===== config.mk =====
export PLATFORM = sky130hd
export DESIGN_NAME = xf100_exu_wbck
export DESIGN_NICKNAME = d
export VERILOG_FILES = /design/src/rtl/xf100_exu_wbck_pkg.sv /design/src/rtl/xf100_wbck_arb.sv /design/src/rtl/xf100_exu_wbck.sv
export SDC_FILE = /design/constraint.sdc
export NUM_CORES = 1
export LEC_CHECK = 0
export ABC_AREA = 1
export CORE_MARGIN = 2
export CORE_UTILIZATION = 36
export DETAILED_ROUTE_END_ITERATION = 16
export PLACE_DENSITY_LB_ADDON = 0.08
export REMOVE_ABC_BUFFERS = 1
export SYNTH_ARGS = -nofsm -noshare
export SYNTH_HDL_FRONTEND = slang
export SYNTH_HIERARCHICAL = 1
export SYNTH_SLANG_ARGS = --single-unit

===== constraint.sdc =====
create_clock -name clk -period 1.7 [get_ports clk]
set_clock_uncertainty 0.1 [all_clocks]
set_input_delay 0.34 -clock clk [delete_from_list [all_inputs] [get_ports clk]]
set_output_delay 0.34 -clock clk [all_outputs]
set_load 0.01 [all_outputs]

===== src/rtl/xf100_exu_wbck_pkg.sv =====
// Shared widths, limits and grant encoding for the EXU write-back stage.
// Widths default to the core values: 32-bit data, 5-bit register index.
package xf100_exu_wbck_pkg;

  localparam int WBCK_XLEN       = 32;
  localparam int WBCK_RFIDX_W    = 5;
  localparam int WBCK_STARVE_MAX = 4;

  localparam int STARVE_W = 4;

  typedef enum logic [1:0] {
    GNT_NONE = 2'd0,
    GNT_ALU  = 2'd1,
    GNT_LSU  = 2'd2
  } grant_e;

endpackage


===== src/rtl/xf100_wbck_arb.sv =====
// 2-way write-back arbiter: LSU priority, ALU forced through after STARVE_MAX lost conflicts.
// Grants are combinational (0 cycles); no grant while rst or hold is high.
module xf100_wbck_arb
  import xf100_exu_wbck_pkg::*;
#(
  parameter int STARVE_MAX = WBCK_STARVE_MAX
) (
  input  logic clk,
  input  logic rst,
  input  logic i_hold,
  input  logic i_alu_vld,
  input  logic i_lsu_vld,
  output logic o_grant_alu,
  output logic o_grant_lsu
);

  logic [STARVE_W-1:0] r_starve_cnt;
  logic [STARVE_W-1:0] w_starve_nxt;
  grant_e              w_gnt;

  always_comb begin
    w_gnt        = GNT_NONE;
    w_starve_nxt = r_starve_cnt;
    if (!rst && !i_hold) begin
      if (i_alu_vld && i_lsu_vld) begin
        // Counter only advances on real conflicts; LSU-alone cycles leave it untouched.
        if (r_starve_cnt < STARVE_W'(STARVE_MAX)) begin
          w_gnt        = GNT_LSU;
          w_starve_nxt = r_starve_cnt + STARVE_W'(1);
        end else begin
          w_gnt        = GNT_ALU;
          w_starve_nxt = '0;
        end
      end else if (i_lsu_vld) begin
        w_gnt = GNT_LSU;
      end else if (i_alu_vld) begin
        w_gnt        = GNT_ALU;
        w_starve_nxt = '0;
      end
    end
  end

  always_ff @(posedge clk) begin
    if (rst) begin
      r_starve_cnt <= '0;
    end else begin
      r_starve_cnt <= w_starve_nxt;
    end
  end

  assign o_grant_alu = (w_gnt == GNT_ALU);
  assign o_grant_lsu = (w_gnt == GNT_LSU);

endmodule


===== src/rtl/xf100_exu_wbck.sv =====
// EXU write-back: arbitrates ALU/LSU results into one registered regfile write, 1 cycle accept-to-write.
// Hold freezes the stage and drops both readys; XF100_WBCK_BYPASS_EN adds forwarding outputs.
module xf100_exu_wbck
  import xf100_exu_wbck_pkg::*;
#(
  parameter int XLEN       = WBCK_XLEN,
  parameter int RFIDX_W    = WBCK_RFIDX_W,
  parameter int STARVE_MAX = WBCK_STARVE_MAX
) (
  input  logic               clk,
  input  logic               rst,
  input  logic               wbck_i_hold,
  input  logic               alu_i_wbck_valid,
  output logic               alu_o_wbck_ready,
  input  logic [XLEN-1:0]    alu_i_wbck_data,
  input  logic [RFIDX_W-1:0] alu_i_wbck_rdidx,
  input  logic               lsu_i_wbck_valid,
  output logic               lsu_o_wbck_ready,
  input  logic [XLEN-1:0]    lsu_i_wbck_data,
  input  logic [RFIDX_W-1:0] lsu_i_wbck_rdidx,
  output logic               rf_o_wr_en,
  output logic [XLEN-1:0]    rf_o_wr_data,
  output logic [RFIDX_W-1:0] rf_o_wr_rdidx,
  output logic               wbck_o_busy
`ifdef XF100_WBCK_BYPASS_EN
  ,
  output logic               wbck_o_byp_valid,
  output logic [RFIDX_W-1:0] wbck_o_byp_rdidx,
  output logic [XLEN-1:0]    wbck_o_byp_data
`endif
);

  logic               w_grant_alu;
  logic               w_grant_lsu;
  logic               r_wb_vld;
  logic [XLEN-1:0]    r_wb_data;
  logic [RFIDX_W-1:0] r_wb_idx;

  xf100_wbck_arb #(
    .STARVE_MAX (STARVE_MAX)
  ) u_arb (
    .clk         (clk),
    .rst         (rst),
    .i_hold      (wbck_i_hold),
    .i_alu_vld   (alu_i_wbck_valid),
    .i_lsu_vld   (lsu_i_wbck_valid),
    .o_grant_alu (w_grant_alu),
    .o_grant_lsu (w_grant_lsu)
  );

  assign alu_o_wbck_ready = w_grant_alu;
  assign lsu_o_wbck_ready = w_grant_lsu;

  always_ff @(posedge clk) begin
    if (rst) begin
      r_wb_vld  <= 1'b0;
      r_wb_data <= '0;
      r_wb_idx  <= '0;
    end else if (!wbck_i_hold) begin
      r_wb_vld <= w_grant_alu | w_grant_lsu;
      if (w_grant_alu) begin
        r_wb_data <= alu_i_wbck_data;
        r_wb_idx  <= alu_i_wbck_rdidx;
      end else if (w_grant_lsu) begin
        r_wb_data <= lsu_i_wbck_data;
        r_wb_idx  <= lsu_i_wbck_rdidx;
      end
    end
  end

  // rst gates the enable so a pending write is dropped rather than issued during reset.
  assign rf_o_wr_en    = r_wb_vld & ~wbck_i_hold & ~rst & (|r_wb_idx);
  assign rf_o_wr_data  = r_wb_data;
  assign rf_o_wr_rdidx = r_wb_idx;
  assign wbck_o_busy   = r_wb_vld;

`ifdef XF100_WBCK_BYPASS_EN
  assign wbck_o_byp_valid = rf_o_wr_en;
  assign wbck_o_byp_rdidx = rf_o_wr_rdidx;
  assign wbck_o_byp_data  = rf_o_wr_data;
`endif

endmodule


# Yosys cells after proc, flatten, opt, wreduce, memory -nomap -nowiden
# Cells that the tools add are included.
totals:
  mem_count: 0
  word_cells: 37
  latchBits: 0
  regBits: 42
  mem_bits_rw: 0
  input_bits: 79
  mem_bits_ro: 0
  output_inout_bits: 41
op_classes:
  shifts: 0
  n_bitwise: 6
  mul: 0
  n_lt_le_gt_ge: 1
  n_reduce_logical: 9
  eq_ne: 3
  addsub: 1
  div: 0
  n_mux: 13
ops:
  columns: ["op", "n"]
  rows:
  - ["32-bit two-way mux", 2]
  - ["4-bit two-way mux", 4]
  - ["5-bit two-way mux", 2]
  - ["2-bit two-way mux", 4]
  - ["5-bit OR reduction", 1]
  - ["4-bit by 1-bit adder with 4-bit output, second input constant", 1]
  - ["4-bit by 3-bit less-than comparator with 1-bit output, second input constant", 1]
  - ["2-bit nonzero test", 2]
  - ["1-bit bitwise AND", 3]
  - ["3-bit AND reduction", 1]
  - ["2-bit by 1-bit equality test with 1-bit output, second input constant", 1]
  - ["2-bit equality test, second input constant", 1]
  - ["1-bit logical AND", 2]
  - ["1-bit zero test", 2]
  - ["2-bit by 1-bit inequality test with 1-bit output, second input constant", 1]
  - ["1-bit inverter", 2]
  - ["2-bit AND reduction", 1]
  - ["1-bit two-way mux", 1]
  - ["1-bit OR", 1]

# Logic depth before layout (Yosys ltp)
# Gate-level depths: netlist of the first run.
depth:
  ltp_word: 7
  mapped_depth: 10
  mapped_depth_nobuf: 7

# Hierarchy
# Netlist of the first run, hierarchy kept.
modules_own_cells:
  columns: ["module", "cells_per_inst", "instances", "area_each_um2", "seq_area_each_um2"]
  rows:
  - ["xf100_exu_wbck", 364, 1, 2090.8, 760.7]
  - ["xf100_wbck_arb", 29, 1, 221.5, 80.1]

# Worst setup path after synthesis of the first run
# OpenSTA, ideal clock, no wires.
synth_path:
  kind: "input to register"
  start: "in rst"
  end: "reg r_wb_idx[2] (netlist: rf_o_wr_rdidx[2])"
  t_arrival_ns: 1.630
  t_required_ns: 1.536
  stages: 10
  slack_ns: -0.094
  setup_time_ns: 0.064
  n_path_buf: 3
  cell_sequence: "nor2_4 > nand2_2 > a21oi_1 > buf_4 > o21ai_2 > buf_6 > buf_4 > nand2_1 > nand2_1 > nor2_1"
synth_via:
  elab_chain_len: 6
  word_cells_on_any_way: 8
  cone_classes: "2 x eq/ne; 2 x mux; 4 x reduce/logical"
synth_rtl:
  columns: ["element", "line_no", "source"]
  rows:
  - ["from (decl)", "xf100_exu_wbck.sv:11", "input logic rst,"]
  - ["1-bit zero test (*)", "xf100_wbck_arb.sv:24", "if (!rst && !i_hold) begin"]
  - ["1-bit logical AND (*)", "xf100_wbck_arb.sv:24", null]
  - ["2-bit two-way mux (*)", "xf100_wbck_arb.sv:24", null]
  - ["2-bit by 1-bit equality test with 1-bit output (*)", "xf100_wbck_arb.sv:51", "assign o_grant_alu = (w_gnt == GNT_ALU);"]
  - ["via alu_o_wbck_ready", "xf100_exu_wbck.sv:14", "output logic alu_o_wbck_ready,"]
  - ["2-bit nonzero test (no source line)", null, null]
  - ["2-bit AND reduction (no source line)", null, null]
  - ["to (signal assigned)", "xf100_exu_wbck.sv:63", "r_wb_idx <= alu_i_wbck_rdidx;"]
  - ["to (signal assigned)", "xf100_exu_wbck.sv:66", "r_wb_idx <= lsu_i_wbck_rdidx;"]
  - ["to (decl)", "xf100_exu_wbck.sv:37", "logic [RFIDX_W-1:0] r_wb_idx;"]
# The timed path passes the listed nets; every way through them passes the cells marked *.
# A chain may end at the register's enable or synchronous reset.

# Final worst setup path of the first run
layout_path:
  start: "reg u_arb.r_starve_cnt[2]"
  end: "reg r_wb_data[25] (netlist: rf_o_wr_data[25])"
layout_via:
  elab_chain_len: 7
  word_cells_on_any_way: 9
  cone_classes: "1 x order compare; 2 x eq/ne; 4 x mux; 2 x reduce/logical"
layout_rtl:
  columns: ["element", "line_no", "source"]
  rows:
  - ["from (decl)", "xf100_wbck_arb.sv:17", "logic [STARVE_W-1:0] r_starve_cnt;"]
  - ["from (signal assigned)", "xf100_wbck_arb.sv:47", "r_starve_cnt <= w_starve_nxt;"]
  - ["4-bit by 3-bit less-than comparator with 1-bit output (*)", "xf100_wbck_arb.sv:27", "if (r_starve_cnt < STARVE_W'(STARVE_MAX)) begin"]
  - ["2-bit two-way mux (*)", "xf100_wbck_arb.sv:27", null]
  - ["2-bit two-way mux (*)", "xf100_wbck_arb.sv:25", "if (i_alu_vld && i_lsu_vld) begin"]
  - ["2-bit two-way mux (*)", "xf100_wbck_arb.sv:24", null]
  - ["2-bit by 1-bit equality test with 1-bit output or 2-bit equality test (tied branches)", "xf100_wbck_arb.sv:51, xf100_wbck_arb.sv:52", null]
  - ["2-bit nonzero test (no source line)", null, null]
  - ["2-bit AND reduction (no source line)", null, null]
  - ["to (signal assigned)", "xf100_exu_wbck.sv:62", "r_wb_data <= alu_i_wbck_data;"]
  - ["to (signal assigned)", "xf100_exu_wbck.sv:65", "r_wb_data <= lsu_i_wbck_data;"]
  - ["to (decl)", "xf100_exu_wbck.sv:36", "logic [XLEN-1:0] r_wb_data;"]
# Mark *: on every way between the ends. The rest lies on a longest branch, timed or not.

==> impl_metrics.csv, run 1 <==
group,metric,value,unit
place,dp_slack,-634.4,ps
status,status,"finished clean",
power,power_frac_seq,0.469,
cells_and_area,layout-drive-gt1-share,0.1236,
setup_path,r2r_start,"u_arb/r_starve_cnt[2]",
logic_synthesis,synth.avg_cell_area,5.884,um2
setup_path,r2r_end,"rf_o_wr_data[25]",
logic_synthesis,synthDominantCellAreaShare,0.3636,
die,rows,29,
sta,hold_viol_final,0,
run,max_cap_violations,0,
drt,remaining_drc_errors,0,
logic_synthesis,yosysMostFrequentCell,"nand2_1",
cts,cts_tree,"done",
setup_path,worstPathRequired,1780,ps
place,dp_cells,587,
sta,fmax,608.6,MHz
power,leakagePower,1.910,nW
die,design.core.area,0.006277,mm2
drt,wl_per_cell,10.37,um
min_path,holdPathStages,2,
logic_synthesis,synth_area_leader_cell,"dfxtp_1",
logic_synthesis,synthTopCellsByArea,"dfxtp_1 36%, nand2_1 19%, nor2_1 13%",
drt,viasPerCell,4.227,
grt,antenna_found_initial,0,
sta,setup_violations,0,
logic_synthesis,synth_seq_cells,42,
setup_path,r2r_cells,10,
sta,rsz0062_at_grt,"yes",
sta,max_slew_margin,0.7371,
drt,first_iter_violations,61,
die,io_pins,120,
drt,antenna_left,0,
grt,grt_pass1_wl,9266,um
setup_path,start_kind,"register",
power,p_int,1.670,mW
die,die-area,0.007080,mm2
logic_synthesis,synth_common_cells,"116 x nand2_1, 83 x nor2_1, 79 x inv_1",
die,fp.dieW,84.14,um
logic_synthesis,synth_area,0.002312,mm2
cts,cts_inserted_buffers,5,
logic_synthesis,ys_seq_area_frac,0.3636,
sta,tightest_slew,394.4,ps
setup_path,worstPathMaxFanout,8,
logic_synthesis,yosys_warnings,6,
power,comb_power_share,0.263,
cells_and_area,nets,606,
power,vdd_drop_max,0.3156,mV
power,power_per_cell_area,563.2,mW/mm2
cells_and_area,syn_to_final_growth,72.29,%
logic_synthesis,synth_flop_cell,"dfxtp_1",
power,clockPowerShare,0.268,
cells_and_area,fill_cells,619,
grt,grt_pass1_vias,2164,
setup_path,critPathKind,"reg -> reg",
setup_path,rrSetupSlack,60,ps
cts,clock-root-buffer,"clkbuf_8",
cells_and_area,layout.cells.non_filler,603,
sta,finalWorstSetupSlack,57.01,ps
grt,track_usage,0.1597,
setup_path,crit_start,"u_arb/r_starve_cnt[2]",
cts,clk_latency,280,ps
sta,drv_slew,0,
logic_synthesis,syn_inst,393,
place,port_buffers,119,
cells_and_area,diodes,0,
die,die_h,84.14,um
logic_synthesis,async_flop_share,0,
min_path,hold_start,"rst",
grt,gr-total-overflow,0,
power,p_switching,0.5735,mW
cts,cts_sinks,42,
drt,routed_wl,6255,um
logic_synthesis,synth_cell_type_count,23,
die,start_util,0.3683,
place,dpl.hpwl,4233,um
power,p_sw_frac,0.2556,
drt,firstDrtPassIters,4,
cells_and_area,post-route-util,0.6346,
sta,post-route-min-period,1643,ps
sta,finalCritPeriodShare,0.9665,
place,globalplace.congestion,0.7817,
cts,path_clk_slew,80,ps
cts,htree_levels,2,
logic_synthesis,synth_edf_count,0,
setup_path,arrival,1730,ps
min_path,hold_end,"u_arb/r_starve_cnt[3]",
min_path,hp-class,"in -> reg",
setup_path,endpoint_kind,"register",
cts,clock_path_buffers,2,
drt,via_count,2549,
grt,grt_max_degree,43,
placed cells by master (no fill, tap or decap), types with 3 or more instances in the layout:
| master | count |
|---|---|
| buf_12 | 4 |
| buf_4 | 15 |
| buf_6 | 3 |
| clkbuf_16 | 5 |
| clkbuf_8 | 5 |
| clkdlybuf4s50_1 | 112 |
| dfxtp_1 | 40 |
| inv_1 | 79 |
| nand2_1 | 107 |
| nand2_2 | 10 |
| nor2_1 | 73 |
| nor2_2 | 8 |
| nor2_4 | 3 |
| o21ai_0 | 37 |
logic make-up after synthesis:
logic type               synth area share
buffers and inverters              0.1824
flip-flops                         0.3636
adder cells (fa/ha/maj)          0.005410
AND/OR/NAND/NOR                    0.3420
AO/OA/AOI/OAI                      0.1066
per-layer routing:
metal  wire length (um)  GRT usage  part of all wire  up-vias
met5                  0          0                 0        -
met1               2670     0.1819              0.43     1059
li1                   -          -                 -     1403
met4                 61    0.04839            0.0098        0
met2               3018     0.2835              0.48       82
met3                504    0.05211             0.081        5
worst max-delay path by stage:
| stage | to | slack (ps) | cells after the start |
|---|---|---|---|
| finish | rf_o_wr_data[25] | 60 | 10 |
| global route | rf_o_wr_data[14] | -30 | 10 |
| floorplan | rf_o_wr_data[0] | -3340 | 6 |
| CTS | rf_o_wr_en | 5 | 6 |
| global placement | alu_o_wbck_ready | -610 | 5 |
| detailed placement | alu_o_wbck_ready | -630 | 5 |
metrics by stage:
stage | power, mW | area [um2] | hold slack (ps) | setup TNS, ps
floorplan | 1.273 | 2187 | 311.6 | -128820
global placement | 1.609 | 3654 | 326.7 | -20220
detailed placement | 1.616 | 3654 | 354.3 | -21950
CTS | 2.223 | 3734 | 329.7 | 0
global route | 2.377 | 3984 | 350.0 | -200.4
finish | 2.244 | 3984 | 327.5 | 0
power groups by stage:
stage | Clock (mW) | Sequential [mW] | Combinational, mW
6_report | 0.600 | 1.05 | 0.591
4_1_cts | 0.630 | 1.05 | 0.541
2_1_floorplan | 0 | 1.10 | 0.176
3_5_place_dp | 0 | 1.08 | 0.541
5_1_grt | 0.665 | 1.06 | 0.653
3_3_place_gp | 0 | 1.07 | 0.536
critical path, stage by stage, from the launching register on:
cell       delay (ps)
dfxtp_2           340
nor2_4            110
buf_4             150
a21oi_4            60
buf_4             160
o21ai_4           150
buf_12            170
clkbuf_16         160
nand2_1            50
nand2_1            50
nor2_1             40
timing repair:
item	CTS	global route
pin swaps	1	5
cloned	0	6
gates resized for setup	18	34
setup buffers	1	3
hold buffers	0	0
setup endpoints to repair	41	39
registers in the layout, summed over array words and instances (netlist names):
register / flops
u_arb/r_starve_cnt: 4
wbck_o_busy: 1
rf_o_wr_data: 32
rf_o_wr_rdidx: 5
area by class of cell:
| cell class | count | area, um2 | share of cell area |
|---|---|---|---|
| Inverter | 79 | 296.5 | 0.07443 |
| Sequential cell | 42 | 843.3 | 0.2117 |
| Tap cell | 77 | 96.34 | 0.02418 |
| Clock buffer | 7 | 76.32 | 0.01916 |
| Multi-Input combinational cell | 252 | 1135 | 0.2849 |
| Timing Repair Buffer | 146 | 1536 | 0.3857 |
Note: power is estimated with default switching activity, not from simulation.
==> inputs of run 2 (changes only) <==
--- a/config.mk
+++ b/config.mk
@@ -6,7 +6,6 @@
 export NUM_CORES = 1
 export LEC_CHECK = 0
 export ABC_AREA = 1
-export CORE_MARGIN = 2
 export CORE_UTILIZATION = 36
 export DETAILED_ROUTE_END_ITERATION = 16
 export PLACE_DENSITY_LB_ADDON = 0.08
==> run 2 against run 1 <==
  * Critical path depth did not move
  * Via count fell by 2.4%
  * Cell area fell by 2.7%
  * Total power fell by 1.1%
  * Highest routed layer unchanged
==> impl_metrics.csv, run 2 (same netlist as run 1, synthesis figures left out) <==
group,metric,value,unit
die,die_h,82.14,um
setup_path,critPathKind,"reg -> reg",
drt,routed_wl,5928,um
drt,antenna_left,0,
min_path,holdPathStages,2,
cts,cts_inserted_buffers,5,
grt,grt_pass1_vias,2056,
power,leakagePower,1.886,nW
sta,tns,0,ps
sta,finalWorstSetupSlack,48.32,ps
setup_path,worstPathRequired,1790,ps
cts,cts_sinks,42,
cells_and_area,final_cell_mix,"116 x nand2_1, 112 x clkdlybuf4s50_1, 82 x nor2_1, 79 x inv_1, 39 x dfxtp_1",
die,die-area,0.006747,mm2
sta,hold_viol_final,0,
die,fp.dieW,82.14,um
cts,htree_levels,2,
setup_path,r2r_end,"rf_o_wr_data[7]",
sta,rsz0062_at_grt,"yes",
cells_and_area,syn_to_final_growth,67.59,%
min_path,hold_end,"u_arb/r_starve_cnt[3]",
setup_path,r2r_cells,10,
cells_and_area,diodes,0,
min_path,hold_start,"u_arb/r_starve_cnt[3]",
cells_and_area,post-route-util,0.6393,
sta,holdWs,360.1,ps
place,placed_area,0.003638,mm2
place,dp_slack,-614.8,ps
sta,max_slew_margin,0.7337,
cells_and_area,layout.cells.non_filler,599,
setup_path,worstPathMaxFanout,5,
place,dp_cells,585,
drt,wl_per_cell,9.896,um
power,p_total,2.219,mW
power,power_per_cell_area,572.6,mW/mm2
drt,viasPerCell,4.152,
place,port_buffers,119,
sta,finalCritPeriodShare,0.9716,
cells_and_area,nets,604,
setup_path,crit_family,"buffers and inverters",
grt,gr-total-overflow,0,
setup_path,r2r_start,"u_arb/r_starve_cnt[2]",
cts,cts_tree,"done",
status,status,"finished clean",
cts,clock-root-buffer,"clkbuf_8",
cts,clk_latency,290,ps
setup_path,crit_chain,"nor2_4 -> buf_6 -> a21oi_4 -> buf_6 -> o21ai_4 -> buf_6 -> clkbuf_16 -> nand2_1 -> nand2_1 -> nor2_1",
grt,antenna_found_initial,0,
cells_and_area,layout-drive-gt1-share,0.08588,
cts,path_clk_slew,80,ps
die,io_pins,120,
place,globalplace.congestion,0.7978,
setup_path,cp_num_buf_inv,4,
cells_and_area,final_common_cell,"nand2_1",
setup_path,start_kind,"register",
drt,via_count,2487,
drt,firstDrtPassIters,4,
grt,grt_max_degree,41,
sta,setup_violations,0,
sta,post-route-min-period,1652,ps
run,max_cap_violations,0,
drt,first_iter_violations,58,
setup_path,cpPeakStageDelay,340,ps
cts,clock_path_buffers,2,
die,start_util,0.3815,
sta,drv_slew,0,
grt,track_usage,0.1814,
power,vdd_drop_max,0.2987,mV
setup_path,endpoint_kind,"register",
cells_and_area,design_area,0.003875,mm2
die,rows,28,
setup_path,rrSetupSlack,50,ps
setup_path,crit_top_cell,"buf_6",
sta,fmax,605.4,MHz
setup_path,critPathSlowestCell,"dfxtp_2",
place,dpl.hpwl,4064,um
die,design.core.area,0.006061,mm2
setup_path,arrival,1740,ps
grt,grt_pass1_wl,9356,um
drt,remaining_drc_errors,0,
min_path,hp-class,"reg -> reg",
sta,tightest_slew,399.4,ps
cells_and_area,largest_reg_flops,32,
[run 2: worst max-delay path by stage]
stage                                     start          endpoint  slack (ps)  cells after the start
after floorplan                             rst   rf_o_wr_data[0]       -3340                      6
after global placement                      rst  alu_o_wbck_ready        -610                      5
after detailed placement                    rst  alu_o_wbck_ready        -610                      5
after CTS                 u_arb/r_starve_cnt[3]  rf_o_wr_rdidx[3]         -10                     10
after global routing      u_arb/r_starve_cnt[3]   rf_o_wr_data[4]         -50                     10
final                     u_arb/r_starve_cnt[2]   rf_o_wr_data[7]          50                     10
[run 2: per-layer routing]
layer	vias to the layer above	track usage	share of wire
li1	1401	-	-
met1	1002	0.2142	0.44
met2	78	0.3107	0.47
met3	6	0.06374	0.080
met4	0	0.04737	0.0098
met5	-	0	0
[run 2: what timing repair did]
item / in CTS / in global routing
setup buffers: 4 / 0
pin swaps: 1 / 4
hold buffers: 0 / 0
cloned: 2 / 2
setup endpoints to repair: 41 / 40
resized for setup: 21 / 15
[run 2: area by class of cell]
class,count,area (um2)
flip-flops and latches,42,844.6
inverters,79,296.5
fillers,596,2186
repair buffers,144,1483
multi-input cells,252,1081
well taps,75,93.84
clock buffers,7,76.32
[run 2: power by group]
| group | total, mW | leakage (nW) | internal (mW) | switching (mW) |
|---|---|---|---|---|
| sequential | 1.05 | 0.344 | 1.03 | 0.0216 |
| clock | 0.606 | 0.0383 | 0.283 | 0.323 |
| combinational | 0.561 | 1.50 | 0.342 | 0.219 |
[run 2: worst min-delay path, cell delays in order, from the launching register on]
cell	delay (ps)
dfxtp_2	340
nand2_1	60
nor2_1	30
